--- config.mk ---
export PLATFORM = sky130hd
export DESIGN_NAME = onchip_mem_write_ctrl
export DESIGN_NICKNAME = d
export VERILOG_FILES = /design/src/rtl/onchip_mem_write_ctrl.sv
export SDC_FILE = /design/constraint.sdc
export NUM_CORES = 1
export LEC_CHECK = 0
export ABC_AREA = 0
export CAP_MARGIN = 0
export CORE_AREA = 8 8 235 237
export CTS_CLUSTER_SIZE = 40
export DETAILED_ROUTE_END_ITERATION = 16
export DIE_AREA = 0 0 243 245
export MAX_ROUTING_LAYER = met4
export PLACE_DENSITY_LB_ADDON = 0.12
export SLEW_MARGIN = 20
export SYNTH_ARGS = -nofsm -noshare
export SYNTH_HDL_FRONTEND = slang
export SYNTH_SLANG_ARGS = --single-unit
--- constraint.sdc ---
create_clock -name clk -period 4.6 [get_ports clk]
set_input_delay 0.92 -clock clk [delete_from_list [all_inputs] [get_ports clk]]
set_output_delay 0.92 -clock clk [all_outputs]
set_load 0.02 [all_outputs]
--- src/rtl/onchip_mem_write_ctrl.sv ---
// onchip_mem_write_ctrl
// Turns a byte-addressed write command plus a stream of 256-bit beats into
// 256-bit word writes on an on-chip memory port with per-byte enables.
// Build option: define ONCHIP_MEM_WR_UNALIGNED_EN to accept an arbitrary byte
// offset in the start address (adds the realignment shifter, the previous-beat
// register and the FLUSH word). Without it the start address is treated as
// word aligned and every accepted beat is written as-is.
//
// Handshake: a beat transfers on a rising clk edge where write_data_valid_in
// and write_ready_out are both high; ready never depends on valid, and valid
// may drop at any time to insert idle cycles.
module onchip_mem_write_ctrl (
  input  logic         clk,
  input  logic         rst_n,
  output logic         onchip_mem_chip_select,
  output logic         onchip_mem_clk_ena,
  output logic         onchip_mem_write,
  output logic [12:0]  onchip_mem_addr,
  output logic [255:0] onchip_mem_write_data,
  output logic [31:0]  onchip_mem_byteenable,
  input  logic [17:0]  onchip_mem_start_addr_in,
  input  logic [31:0]  to_write_byte_in,
  input  logic         onchip_mem_write_start_in,
  output logic         onchip_mem_write_done_out,
  output logic         busy_out,
  input  logic [255:0] write_data_in,
  input  logic         write_data_valid_in,
  output logic         write_ready_out,
  output logic [1:0]   dbg_state
);

  typedef enum logic [1:0] {IDLE, STREAM, FLUSH, DONE} state_t;

  state_t        state, state_n;
  logic [12:0]   base_q;
  logic [31:0]   beats_q;      // beats required for the command
  logic [31:0]   beat_cnt;     // beats accepted so far (= index of next write)
  logic [31:0]   last_idx_q;   // index of the last memory word written
  logic [4:0]    last_lane_q;  // highest enabled lane in the last word
  logic [4:0]    offset_q;
  logic [4:0]    start_offset;
  logic          accept;
  logic          emit;
  logic [255:0]  emit_data;
  logic [255:0]  stream_data;
  logic [31:0]   be_next;
  logic [4:0]    lane_lo;
  logic [4:0]    lane_hi;
  logic [5:0]    tail_sum;
  logic [31:0]   beats_calc;
  logic [31:0]   words_calc;

`ifdef ONCHIP_MEM_WR_UNALIGNED_EN
  logic          need_flush_q;
  logic [255:0]  prev_q;
  logic [255:0]  flush_data;
  logic [8:0]    prev_shift;

  assign start_offset = onchip_mem_start_addr_in[4:0];
  assign prev_shift   = 9'd256 - {1'b0, offset_q, 3'b000};
  assign flush_data   = prev_q << prev_shift;
  assign stream_data  = flush_data | (write_data_in >> {offset_q, 3'b000});
`else
  logic          unused_offset;

  assign unused_offset = ^onchip_mem_start_addr_in[4:0];
  assign start_offset  = 5'd0;
  assign offset_q      = 5'd0;
  assign stream_data   = write_data_in;
`endif

  // Word counts are split into whole words plus a tail so that no sum of the
  // byte count and offset can overflow 32 bits.
  assign tail_sum   = {1'b0, to_write_byte_in[4:0]} + {1'b0, start_offset};
  assign beats_calc = (to_write_byte_in >> 5) + {31'd0, |to_write_byte_in[4:0]};
  assign words_calc = (to_write_byte_in >> 5) + {31'd0, tail_sum[5]}
                    + {31'd0, |tail_sum[4:0]};

  assign accept                    = write_ready_out & write_data_valid_in;
  assign onchip_mem_clk_ena        = 1'b1;
  assign onchip_mem_write_done_out = (state == DONE);
  assign busy_out                  = (state != IDLE);
  assign dbg_state                 = state;

  // Byte-enable of the word about to be written: lanes from the start offset
  // (first word only) up to the last valid lane (last word only).
  always_comb begin
    lane_lo = (beat_cnt == 32'd0) ? offset_q : 5'd0;
    lane_hi = (beat_cnt == last_idx_q) ? last_lane_q : 5'd31;
    be_next = (32'hFFFF_FFFF >> lane_lo) & ~(32'h7FFF_FFFF >> lane_hi);
  end

  // Next-state, ready and write-request decode.
  always_comb begin
    state_n         = state;
    write_ready_out = 1'b0;
    emit            = 1'b0;
    emit_data       = '0;
    case (state)
      IDLE: begin
        if (onchip_mem_write_start_in)
          state_n = (to_write_byte_in == 32'd0) ? DONE : STREAM;
      end
      STREAM: begin
        write_ready_out = (beat_cnt < beats_q);
        if (write_ready_out && write_data_valid_in) begin
          emit      = 1'b1;
          emit_data = stream_data;
        end else if (!write_ready_out) begin
          // All beats taken; their last write is on the port this cycle.
`ifdef ONCHIP_MEM_WR_UNALIGNED_EN
          if (need_flush_q) begin
            emit      = 1'b1;
            emit_data = flush_data;
            state_n   = FLUSH;
          end else begin
            state_n = DONE;
          end
`else
          state_n = DONE;
`endif
        end
      end
      FLUSH:   state_n = DONE;
      DONE:    state_n = IDLE;
      default: state_n = IDLE;
    endcase
  end

  // State, command registers and the registered memory port.
  always_ff @(posedge clk) begin
    if (!rst_n) begin
      state                  <= IDLE;
      onchip_mem_write       <= 1'b0;
      onchip_mem_chip_select <= 1'b0;
      onchip_mem_addr        <= '0;
      onchip_mem_write_data  <= '0;
      onchip_mem_byteenable  <= '0;
      base_q                 <= '0;
      beats_q                <= '0;
      beat_cnt               <= '0;
      last_idx_q             <= '0;
      last_lane_q            <= '0;
    end else begin
      state                  <= state_n;
      onchip_mem_write       <= emit;
      onchip_mem_chip_select <= emit;
      if (emit) begin
        onchip_mem_addr       <= base_q + beat_cnt[12:0];
        onchip_mem_write_data <= emit_data;
        onchip_mem_byteenable <= be_next;
      end
      if (state == IDLE && onchip_mem_write_start_in) begin
        base_q      <= onchip_mem_start_addr_in[17:5];
        beats_q     <= beats_calc;
        beat_cnt    <= '0;
        last_idx_q  <= words_calc - 32'd1;
        last_lane_q <= tail_sum[4:0] - 5'd1;
      end else if (accept) begin
        beat_cnt <= beat_cnt + 32'd1;
      end
    end
  end

`ifdef ONCHIP_MEM_WR_UNALIGNED_EN
  // Realignment state: offset, flush flag and the previously accepted beat.
  always_ff @(posedge clk) begin
    if (!rst_n) begin
      offset_q     <= '0;
      need_flush_q <= 1'b0;
      prev_q       <= '0;
    end else if (state == IDLE && onchip_mem_write_start_in) begin
      offset_q     <= start_offset;
      need_flush_q <= (words_calc != beats_calc);
      prev_q       <= '0;
    end else if (accept) begin
      prev_q <= write_data_in;
    end
  end
`endif

endmodule

Word level (Yosys, flattened, before mapping)
Index checks and enable logic that the tools add are counted.
- bits in registers: 418
- input port bits: 310
- add/subtract/negate cells: 5
- magnitude comparators: 1
- equal/unequal tests: 7
- shifts and indexed selects: 1
- mux-type cells: 11
- bitwise operators: 3
- reduce and logical (&&, ||, !) cells: 8
- operators with widths (cell ; number):
    256-bit two-way mux ; 2
    32-bit by 1-bit adder with 32-bit output (second input constant) ; 1
    32-bit == test ; 1
    32-bit zero test ; 1
    32-bit less-than comparator ; 1
    32-bit inverter ; 1
    31-bit by 5-bit right shift with 32-bit output (first input constant) ; 1
    28-bit by 1-bit subtractor with 29-bit output (second input constant) ; 1
    27-bit by 1-bit adder with 28-bit output ; 1
    13-bit adder ; 1
    2-bit two-way mux ; 4
    2-bit one-hot mux with 4 select lines ; 1
    2-bit inequality test (second input constant) ; 3
    5-bit two-way mux ; 1
    5-bit OR reduction ; 1
    5-bit by 1-bit subtractor with 5-bit output (second input constant) ; 1
    2-bit == test (second input constant) ; 2
    1-bit two-way mux ; 3
    3-bit AND reduction ; 1
    2-bit by 1-bit == test with 1-bit output (second input constant) ; 1
    1-bit logical AND ; 2
    2-bit zero test ; 1
    2-bit nonzero test ; 1
    2-bit OR reduction ; 1
    other kinds (2) ; 2

Logic depth before layout (Yosys ltp)
Gate-level depths: netlist (run 1).
- depth after elaboration: 4
- depth in mapped cells: 14

Least setup slack after synthesis (run 1)
No wires, ideal clock.
- kind: in2reg
- start: input port to_write_byte_in[0]
- end: register last_idx_q[22]
- data arrival time: 3.874 ns
- slack: 0.609 ns
- stages: 13
- path through: inv_1 > ha_1 > nand3b_1 > ha_1 > ha_1 > buf_4 > nand3_2 > nor4_4 > nand4_4 > a2111oi_4 > nand4_4 > or3_1 > a32o_1
- cells in the longest elaborated chain, start to end: 3
- ends and longest elaborated chain (element ; RTL line ; RTL):
    from (decl) ; 22 ; input logic [31:0] to_write_byte_in,
    5-bit OR reduction ; 77 ; + {31'd0, |tail_sum[4:0]};
    27-bit by 1-bit adder with 28-bit output ; 77 ;
    28-bit by 1-bit subtractor with 29-bit output ; 157 ; last_idx_q <= words_calc - 32'd1;
    to (signal assigned) ; 157 ;
    to (decl) ; 38 ; logic [31:0] last_idx_q;
No other way between the ends.
A chain may end at the register's enable or synchronous reset.

Worst setup path after layout (run 1)
- start: register beat_cnt[12]
- end: output port write_ready_out
- cells in the longest elaborated chain, start to end: 2
- ends and longest elaborated chain (element ; RTL line ; RTL):
    from (decl) ; 37 ; logic [31:0] beat_cnt;
    from (signal assigned) ; 160 ; beat_cnt <= beat_cnt + 32'd1;
    32-bit less-than comparator ; 105 ; write_ready_out = (beat_cnt < beats_q);
    1-bit two-way mux ; 99 ; case (state)
    to (decl) ; 28 ; output logic write_ready_out,
No other way between the ends.

==> flow_summary.yaml, run 1 <==
status:
  status: "finished clean"
flow_run:
  maxCapViolCount: 0
detailed_routing:
  drtIter0Drc: 1029
  drc_errors: 0
  wl_per_cell_um: 20.79
  drt-total-wl_um: 73290
  first_pass_iters: 5
  ant_nets: 0
  viasPerCell: 5.117
  vias: 18040
clock_tree:
  cts_sinks: 411
  clock_latency_ps: 580
  cts-resized-gates: 0
  cts_made_buffers: 47
  clk_pin_slew_worst_paths_ps: 60
  htree_num_levels: 2
  cts_hold_buf: 0
  post_cts_buffers: 0
  cts-root-buf: "clkbuf_16"
  clk_path_buf_depth: 3
  cts_tree: "done"
timing:
  setup_viol: 0
  timing.fmax_mhz: 240.6
  clock_skew_ps: 20.03
  tns_ps: 0
  slew_viol_final: 0
  slew_headroom: 0.3522
  min_period_ps: 4156
  final-hold-violation-count: 0
  worstMarginPinSlew_ps: 971.7
  rsz0062_at_grt: "no"
  fin_crit_sh: 0.9035
grt:
  grt_max_degree: 154
  grt_pass1_wl_um: 108700
  track_usage: 0.2384
  antenna_found_initial: 5
  first_global_vias: 17130
  grt_overflow_total: 0
cells_and_area:
  drive_gt1_frac: 0.05154
  syn_to_final_growth_pct: 46.02
  nets: 3162
floorplan:
  core_area_mm2: 0.05171
  dieArea_mm2: 0.05954
  die_y_um: 245
  start_util: 0.3480
  rows: 84
  num_io_pins: 619
  fp.dieW_um: 243
yosys:
  ys.flop_type: "dfxtp_1"
  syn_inst: 2267
  syn-num-nets: 2627
  synthTopCellsByCount: "nand2_1 (652), dfxtp_1 (411), a21oi_1 (344), clkbuf_1 (119), nor2_1 (84)"
  syn_area_mm2: 0.01799
  yosysMostFrequentCell: "nand2_1"
  yosys.area.top_type: "dfxtp_1"
  ys_ff_latch: 411
  ys_warn_count: 0
  synth_edf_count: 0
  yosysSeqAreaShare: 0.4573
  synth_top_area_frac: 0.4573
  yosys.cell_types.count: 74
  async_flop_share: 0
  synthTopCellsByArea: "dfxtp_1 (46%), nand2_1 (14%), a21oi_1 (9.6%), ha_1 (3.4%), xnor2_1 (3.2%)"
  syn_area_per_cell_um2: 7.937
power:
  p_sw_mw: 5.071
  pwr-share-clk: 0.270
  combPwrFrac: 0.387
  intPower_mw: 8.609
  p_leak_nw: 9.563
  p_sw_frac: 0.3707
  ir_drop_mv: 0.3285
  p_seq_frac: 0.343
  power_mw: 13.68
  powerDensity_mw_per_mm2: 520.7
placement:
  gp_congestion: 0.8929
  port_buffers: 612
  dp_hpwl_um: 56180
worst_setup_path:
  crit_required_ps: 3680
  end_kind: "primary output"
  r2r_setup_slack_ps: 930
  setup.worst_path.start_class: "flip-flop"
  rr_startpoint: "beat_cnt[31]"
  worstPathMaxFanout: 9
  slowest_delay_ps: 580
  crit_chain: "ha_1, nand4_1, or4_1, o2111a_1, nand2_1, o21ai_0, clkdlybuf4s50_1"
  crit_slowest_cell: "clkdlybuf4s50_1"
  worstSetupPathType: "reg2out"
  arrival_ps: 3240
  reg2reg_to: "onchip_mem_write_data[50]"
  reg2regPathDepth: 8
hold_path:
  min-delay-start: "onchip_mem_write_data[237]"
  hp-class: "reg2reg"
  hold_end: "onchip_mem_write_data[237]"
  hold_depth: 2
==> area by class of cell <==
class / count / area [um2]
repair buffers: 654 / 6586
clock inverters: 12 / 157.7
fillers: 4966 / 25440
diodes: 5 / 12.51
multi-input cells: 1634 / 8874
well taps: 688 / 860.8
inverters: 54 / 210.2
flip-flops and latches: 411 / 8228
clock buffers: 68 / 1345
==> logic make-up after synthesis <==
logic type,synth area share
AND/OR/NAND/NOR,0.2300
multiplexers,0.005563
buffers and inverters,0.05132
other,0.0002084
adder cells (fa/ha/maj),0.03519
flip-flops,0.4573
AO/OA/AOI/OAI,0.1776
XOR/XNOR,0.04283
==> layout by cell type, fill, tap and decap left out, types with 6 or more instances in the layout <==
cell             Yosys  layout
a211o_1              6       6
xor2_1              22      22
o31ai_1             15      15
nand2_1            652     652
clkbuf_16            0      47
clkinv_2             0       7
and2_1              10       9
buf_4               12      30
clkbuf_8             0       9
a311oi_1             6       6
buf_12               0      12
a21o_1              10      10
a32o_1               8       8
nor4_1              14      14
nor3_1              30      30
mux2i_1             10      10
clkbuf_1           119      12
a21oi_1            344     344
nor2_1              84      84
a31o_2               6       6
and3_1              11      11
o21ai_0             43      43
inv_1               54      53
nand2b_1             6       6
or4_1               21      21
a31oi_1             13      13
dfxtp_1            411     411
a211oi_1            39      39
nand4_1             36      36
or2_2               11      11
xnor2_1             66      66
nand3_1             31      31
o211ai_1             7       7
clkdlybuf4s50_1      0     611
ha_1                49      49
or3_1               14      14
==> flip-flops by register name (all words and copies together) (netlist names) <==
| signal | count |
|---|---|
| last_lane_q | 5 |
| beats_q | 28 |
| onchip_mem_byteenable | 32 |
| onchip_mem_addr | 13 |
| dbg_state | 2 |
| onchip_mem_write | 1 |
| last_idx_q | 29 |
| base_q | 13 |
| beat_cnt | 32 |
| onchip_mem_write_data | 256 |
==> stage by stage <==
stage	setup WS (ps)	hold slack, ps	util	cells	cell area [um2]
detailed placement	140.0	445.5	0.4788	3441	24760
finish	443.9	451.0	0.5081	3526	26270
global route	275.1	466.0	0.5081	3526	26270
CTS	390.8	453.3	0.5079	3521	26260
global placement	180.0	441.6	0.4788	3441	24760
floorplan	609.0	436.3	-	2267	17990
==> power groups by stage <==
stage / Combinational, mW / Clock [mW] / Sequential (mW)
after global placement: 5.30 / 0 / 4.74
after detailed placement: 5.35 / 0 / 4.77
after CTS: 5.37 / 3.79 / 4.70
after floorplan: 2.14 / 0 / 5.43
final: 5.29 / 3.70 / 4.69
after global routing: 5.71 / 3.93 / 4.79
==> worst max path at each step <==
| stage | startpoint | to | slack (ps) |
|---|---|---|---|
| finish | beat_cnt[12] | write_ready_out | 440 |
| global route | beat_cnt[12] | write_ready_out | 280 |
| CTS | beat_cnt[31] | write_ready_out | 390 |
| detailed placement | to_write_byte_in[0] | last_idx_q[22] | 140 |
| global placement | to_write_byte_in[0] | last_idx_q[22] | 180 |
| floorplan | to_write_byte_in[0] | last_idx_q[22] | 610 |
==> routing by layer <==
layer,vias up,track usage,share of wire
li1,8806,-,-
met1,8548,0.2875,0.42
met2,584,0.3963,0.49
met3,106,0.06272,0.074
met4,0,0.05677,0.021
met5,-,-,0
==> worst max-delay path: cells and delay by family (launching register included) <==
family	cells	cell delay, ps
flops	1	460
compound gates	2	460
buf+inv	1	580
fa+ha+maj	1	360
simple gates	3	820
(Power assumes the default switching activity.)
==> run 2, diff against run 1 <==
Settings changed: CORE_AREA 8 8 235 237 to 2 2 242 244, DIE_AREA 0 0 243 245 to 0 0 244 246.
==> run 2 against run 1 <==
  * Global-route usage is 0.70 points lower
  * Sequential share of layout area is 0.26 points lower
  * Largest cell class unchanged
  * Register-to-register slack better by 240 ps
  * Wire length is 2.9% lower
  * First-iteration DRC count is 2.1% higher
  * Cell area is 0.84% higher
  * Clock skew is 7.5 ps higher
  * Maximum frequency is 3.3% lower
  * Non-clock buffer count is 5 higher
==> flow_summary.yaml, run 2 (synthesis results as in run 1) <==
timing:
  slew_headroom: 0.3954
  timing.fmax_mhz: 232.6
  fin_crit_sh: 0.9346
  final-hold-violation-count: 0
  worstMarginPinSlew_ps: 904.7
  slew_viol_final: 0
  rsz0062_at_grt: "no"
  setup_viol: 0
  min_period_ps: 4299
  clock_skew_ps: 27.54
  tns_ps: 0
cells_and_area:
  final_common_cell: "nand2_1"
  reg.largest.list: "onchip_mem_write_data (256), beat_cnt (32), onchip_mem_byteenable (32)"
  top_register: "onchip_mem_write_data"
  nets: 3168
  largest_register_ffs: 256
  layout_common_cells: "nand2_1 (652), clkdlybuf4s50_1 (611), dfxtp_1 (411)"
  multiInputGateArea_mm2: 0.008874
  drive_gt1_frac: 0.05620
  stdcell_count: 3621
  final-seq-area_mm2: 0.008228
  fill_cells: 5611
  syn_to_final_growth_pct: 47.25
clock_tree:
  cts_tree: "done"
  post_cts_buffers: 0
  cts_sinks: 411
  cts_hold_buf: 0
  htree_num_levels: 2
  clock_latency_ps: 600
  clk_path_buf_depth: 3
  clk_pin_slew_worst_paths_ps: 60
  cts_made_buffers: 48
  cts-root-buf: "clkbuf_16"
  cts-resized-gates: 0
floorplan:
  rows: 88
  num_io_pins: 619
  core_area_mm2: 0.05737
  dieArea_mm2: 0.06002
  start_util: 0.3137
  die_y_um: 246
  fp.dieW_um: 244
grt:
  antenna_found_initial: 8
  first_global_vias: 16950
  grt_pass1_wl_um: 104600
  grt_max_degree: 130
  track_usage: 0.2314
  grt_overflow_total: 0
detailed_routing:
  ant_nets: 0
  vias: 17980
  viasPerCell: 4.966
  drtIter0Drc: 1051
  first_pass_iters: 5
  drc_errors: 0
  drt-total-wl_um: 71160
  wl_per_cell_um: 19.65
status:
  status: "finished clean"
power:
  p_sw_mw: 5.119
  combPwrFrac: 0.374
  p_seq_frac: 0.340
  power_mw: 13.83
  ir_drop_mv: 0.3165
  powerDensity_mw_per_mm2: 522.1
  pwr-share-clk: 0.287
  intPower_mw: 8.715
  p_sw_frac: 0.3700
  p_leak_nw: 9.627
placement:
  dp_hpwl_um: 53470
  gp_congestion: 0.8506
  dp_cells: 3523
  port_buffers: 612
worst_setup_path:
  arrival_ps: 3380
  crit_chain: "ha_1, a21oi_1, o21ai_0, a21oi_1, o2111a_1, nand2_1, o21ai_0, clkdlybuf4s50_1"
  crit_required_ps: 3680
  setup.worst_path.start_class: "flip-flop"
  cp_num_buf_inv: 1
  crit_slowest_cell: "clkdlybuf4s50_1"
  end_kind: "primary output"
  worstPathMaxFanout: 8
  worstSetupPathType: "reg2out"
  slowest_delay_ps: 650
  cp_top_family: "compound AO/OA/AOI/OAI gates"
hold_path:
  hp-class: "reg2reg"
flow_run:
  maxCapViolCount: 0
## run 2: changes by cell type in the layout (fill, tap and decap cells not counted), sizes merged
cell      before  now
diode          5    9
clkinvlp       0    3
inv           54   56
clkinv         9    5
clkbuf        68   76
buf           43   48
## run 2: per-layer routing
metal  routed length [um]  track usage  vias up
li1                     -            -     8837
met1                30440       0.2853     8474
met2                33270       0.3689      562
met3                 5265      0.06111      109
met4                 2187      0.07353        0
met5                    0            -        -
## run 2: worst paths after layout
kind                                  start                   endpoint  slack [ps]  cells past startpoint
hold / removal    onchip_mem_write_data[24]  onchip_mem_write_data[24]         450                      2
setup reg to reg               beat_cnt[13]  onchip_mem_write_data[25]        1170                      9
hold reg to reg   onchip_mem_write_data[24]  onchip_mem_write_data[24]         450                      2
setup / recovery               beat_cnt[17]            write_ready_out         300                      8
## run 2: power by group through the flow
stage	Clock, mW	Sequential [mW]	Combinational [mW]
3_5_place_dp	0	4.78	5.21
2_1_floorplan	0	5.43	2.14
3_3_place_gp	0	4.74	5.18
5_1_grt	4.22	4.79	5.58
4_1_cts	4.07	4.70	5.23
6_report	3.97	4.70	5.17
## run 2: area by class of cell
class	count	share of cell area
flip-flops and latches	411	0.3105
multi-input cells	1634	0.3349
well taps	765	0.03613
clock buffers	76	0.05577
repair buffers	659	0.2472
clock inverters	13	0.006706
diodes	9	0.0008500
inverters	54	0.007934
## run 2: stage by stage
step | util | hold WS [ps] | area [um2] | worst slack [ps]
floorplan | - | 436.3 | 17990 | 609.0
finish | 0.4619 | 451.5 | 26500 | 300.9
global placement | 0.4326 | 441.4 | 24820 | 131.6
CTS | 0.4615 | 451.4 | 26470 | 239.2
global route | 0.4618 | 467.9 | 26490 | 128.7
detailed placement | 0.4326 | 443.6 | 24820 | 162.3
## run 2: worst reg2reg max path: stages (launching register included)
cell and delay, ps:
dfxtp_1 410, ha_1 350, nand4_1 150, or4_1 560, o2111a_1 370, a2bb2oi_4 350, buf_12 310, buf_12 460
nand2_1 230, a21oi_1 170
==> run 3, diff against run 2 <==
Settings changed: CORE_AREA 2 2 242 244 to 2 2 240 242, DIE_AREA 0 0 244 246 to 0 0 242 244.
==> run 3 against run 2 <==
  * Power about the same
  * Sequential share of layout area decreased by 0.17 points
  * Sequential cell count unchanged
  * Largest cell class unchanged
  * Highest routed layer unchanged
==> flow_summary.yaml, run 3 (synthesis results as in run 1) <==
status:
  status: "finished clean"
flow_run:
  maxCapViolCount: 0
timing:
  slew_viol_final: 0
  timing.fmax_mhz: 228.4
  clock_skew_ps: 18.80
  finalWorstSetupSlack_ps: 222.1
  final-hold-violation-count: 0
  slew_headroom: 0.3679
  fin_crit_sh: 0.9517
  setup_viol: 0
  min_period_ps: 4378
  worstMarginPinSlew_ps: 946.7
  rsz0062_at_grt: "no"
detailed_routing:
  vias: 17980
  drtIter0Drc: 919
  ant_nets: 0
  viasPerCell: 4.961
  wl_per_cell_um: 19.59
  drc_errors: 0
  first_pass_iters: 5
  drt-total-wl_um: 71010
clock_tree:
  htree_num_levels: 2
  clk_path_buf_depth: 3
  cts_made_buffers: 47
  cts_tree: "done"
  clock_latency_ps: 580
  clk_pin_slew_worst_paths_ps: 70
  cts-root-buf: "clkbuf_16"
  cts_hold_buf: 0
  post_cts_buffers: 0
  cts_sinks: 411
  cts-resized-gates: 0
floorplan:
  fp.dieW_um: 242
  core_area_mm2: 0.05617
  start_util: 0.3203
  die_y_um: 244
  rows: 87
  dieArea_mm2: 0.05905
  num_io_pins: 619
cells_and_area:
  top_register: "onchip_mem_write_data"
  syn_to_final_growth_pct: 48.04
  reg.largest.list: "onchip_mem_write_data (256), beat_cnt (32), onchip_mem_byteenable (32)"
  final-seq-area_mm2: 0.008228
  layout_common_cells: "nand2_1 (652), clkdlybuf4s50_1 (611), dfxtp_1 (411)"
  post-route-cell-area_mm2: 0.02664
  drive_gt1_frac: 0.06147
  largest_register_ffs: 256
  fill_cells: 5517
  final_common_cell: "nand2_1"
  multiInputGateArea_mm2: 0.008874
  nets: 3184
grt:
  track_usage: 0.2374
  grt_max_degree: 152
  grt_overflow_total: 0
  first_global_vias: 16940
  grt_pass1_wl_um: 106400
  antenna_found_initial: 5
power:
  ir_drop_mv: 0.2920
  p_leak_nw: 9.715
  powerDensity_mw_per_mm2: 519.4
  power_mw: 13.83
worst_setup_path:
  arrival_ps: 3460
  worstPathMaxFanout: 8
  slowest_delay_ps: 640
  crit_required_ps: 3680
  end_kind: "primary output"
  crit_chain: "ha_1, a21oi_1, o21ai_0, a21oi_1, o2111a_1, nand2_1, o21ai_0, clkdlybuf4s50_1"
  worstSetupPathType: "reg2out"
  crit_slowest_cell: "clkdlybuf4s50_1"
  setup.worst_path.start_class: "flip-flop"
hold_path:
  hp-class: "reg2reg"
placement:
  gp_congestion: 0.8779
  port_buffers: 612
  pre_cts_ws_ps: -111.8
  dp_hpwl_um: 53420
  place_area_mm2: 0.02498
==> run 3: stage by stage <==
step                      TNS [ps]  hold WS, ps  cells  utilization
after floorplan                  0        436.3   2267            -
after global placement      -254.4        441.4   3531       0.4448
after detailed placement    -375.4        445.3   3531       0.4448
after CTS                        0        453.2   3619       0.4740
after global routing             0        463.0   3624       0.4742
final                            0        450.6   3625       0.4742
==> run 3: layout make-up <==
type	instances	share of cell area
multi-input combinational	1634	0.3331
tap	756	0.03551
clock inverter	14	0.007515
inverter	54	0.007891
antenna	6	0.0005636
sequential	411	0.3089
timing repair buffer	676	0.2525
clock buffer	74	0.05402
==> run 3: metal layers <==
layer | wire length (um) | track usage | vias to the layer above
met5 | 0 | - | -
met4 | 1629 | 0.06336 | 0
met1 | 30000 | 0.2875 | 8495
met3 | 4587 | 0.05103 | 87
li1 | - | - | 8847
met2 | 34800 | 0.4001 | 553
==> run 3: power by group <==
part	leakage [nW]	switching (mW)	internal [mW]
Sequential	3.36	0.404	4.29
Clock	0.795	1.54	2.38
Combinational	5.56	3.14	2.09
Total	9.71	5.08	8.76
==> run 3: worst paths after layout <==
kind,slack [ps],start,cells after the start,end
worst min register to register,450,onchip_mem_byteenable[0],2,onchip_mem_byteenable[0]
worst max register to register,1040,beat_cnt[28],8,onchip_mem_write_data[229]
worst min-delay path,450,onchip_mem_byteenable[0],2,onchip_mem_byteenable[0]
worst max-delay path,220,beat_cnt[17],8,write_ready_out
==> run 3: worst max-delay path, delay by kind of cell, from the launching register on <==
kind / cells / cell delay (ps)
AO/OA/AOI/OAI: 5 / 1170
AND/OR/NAND/NOR: 1 / 190
flip-flops: 1 / 540
adder cells (fa/ha/maj): 1 / 320
buffers and inverters: 1 / 640
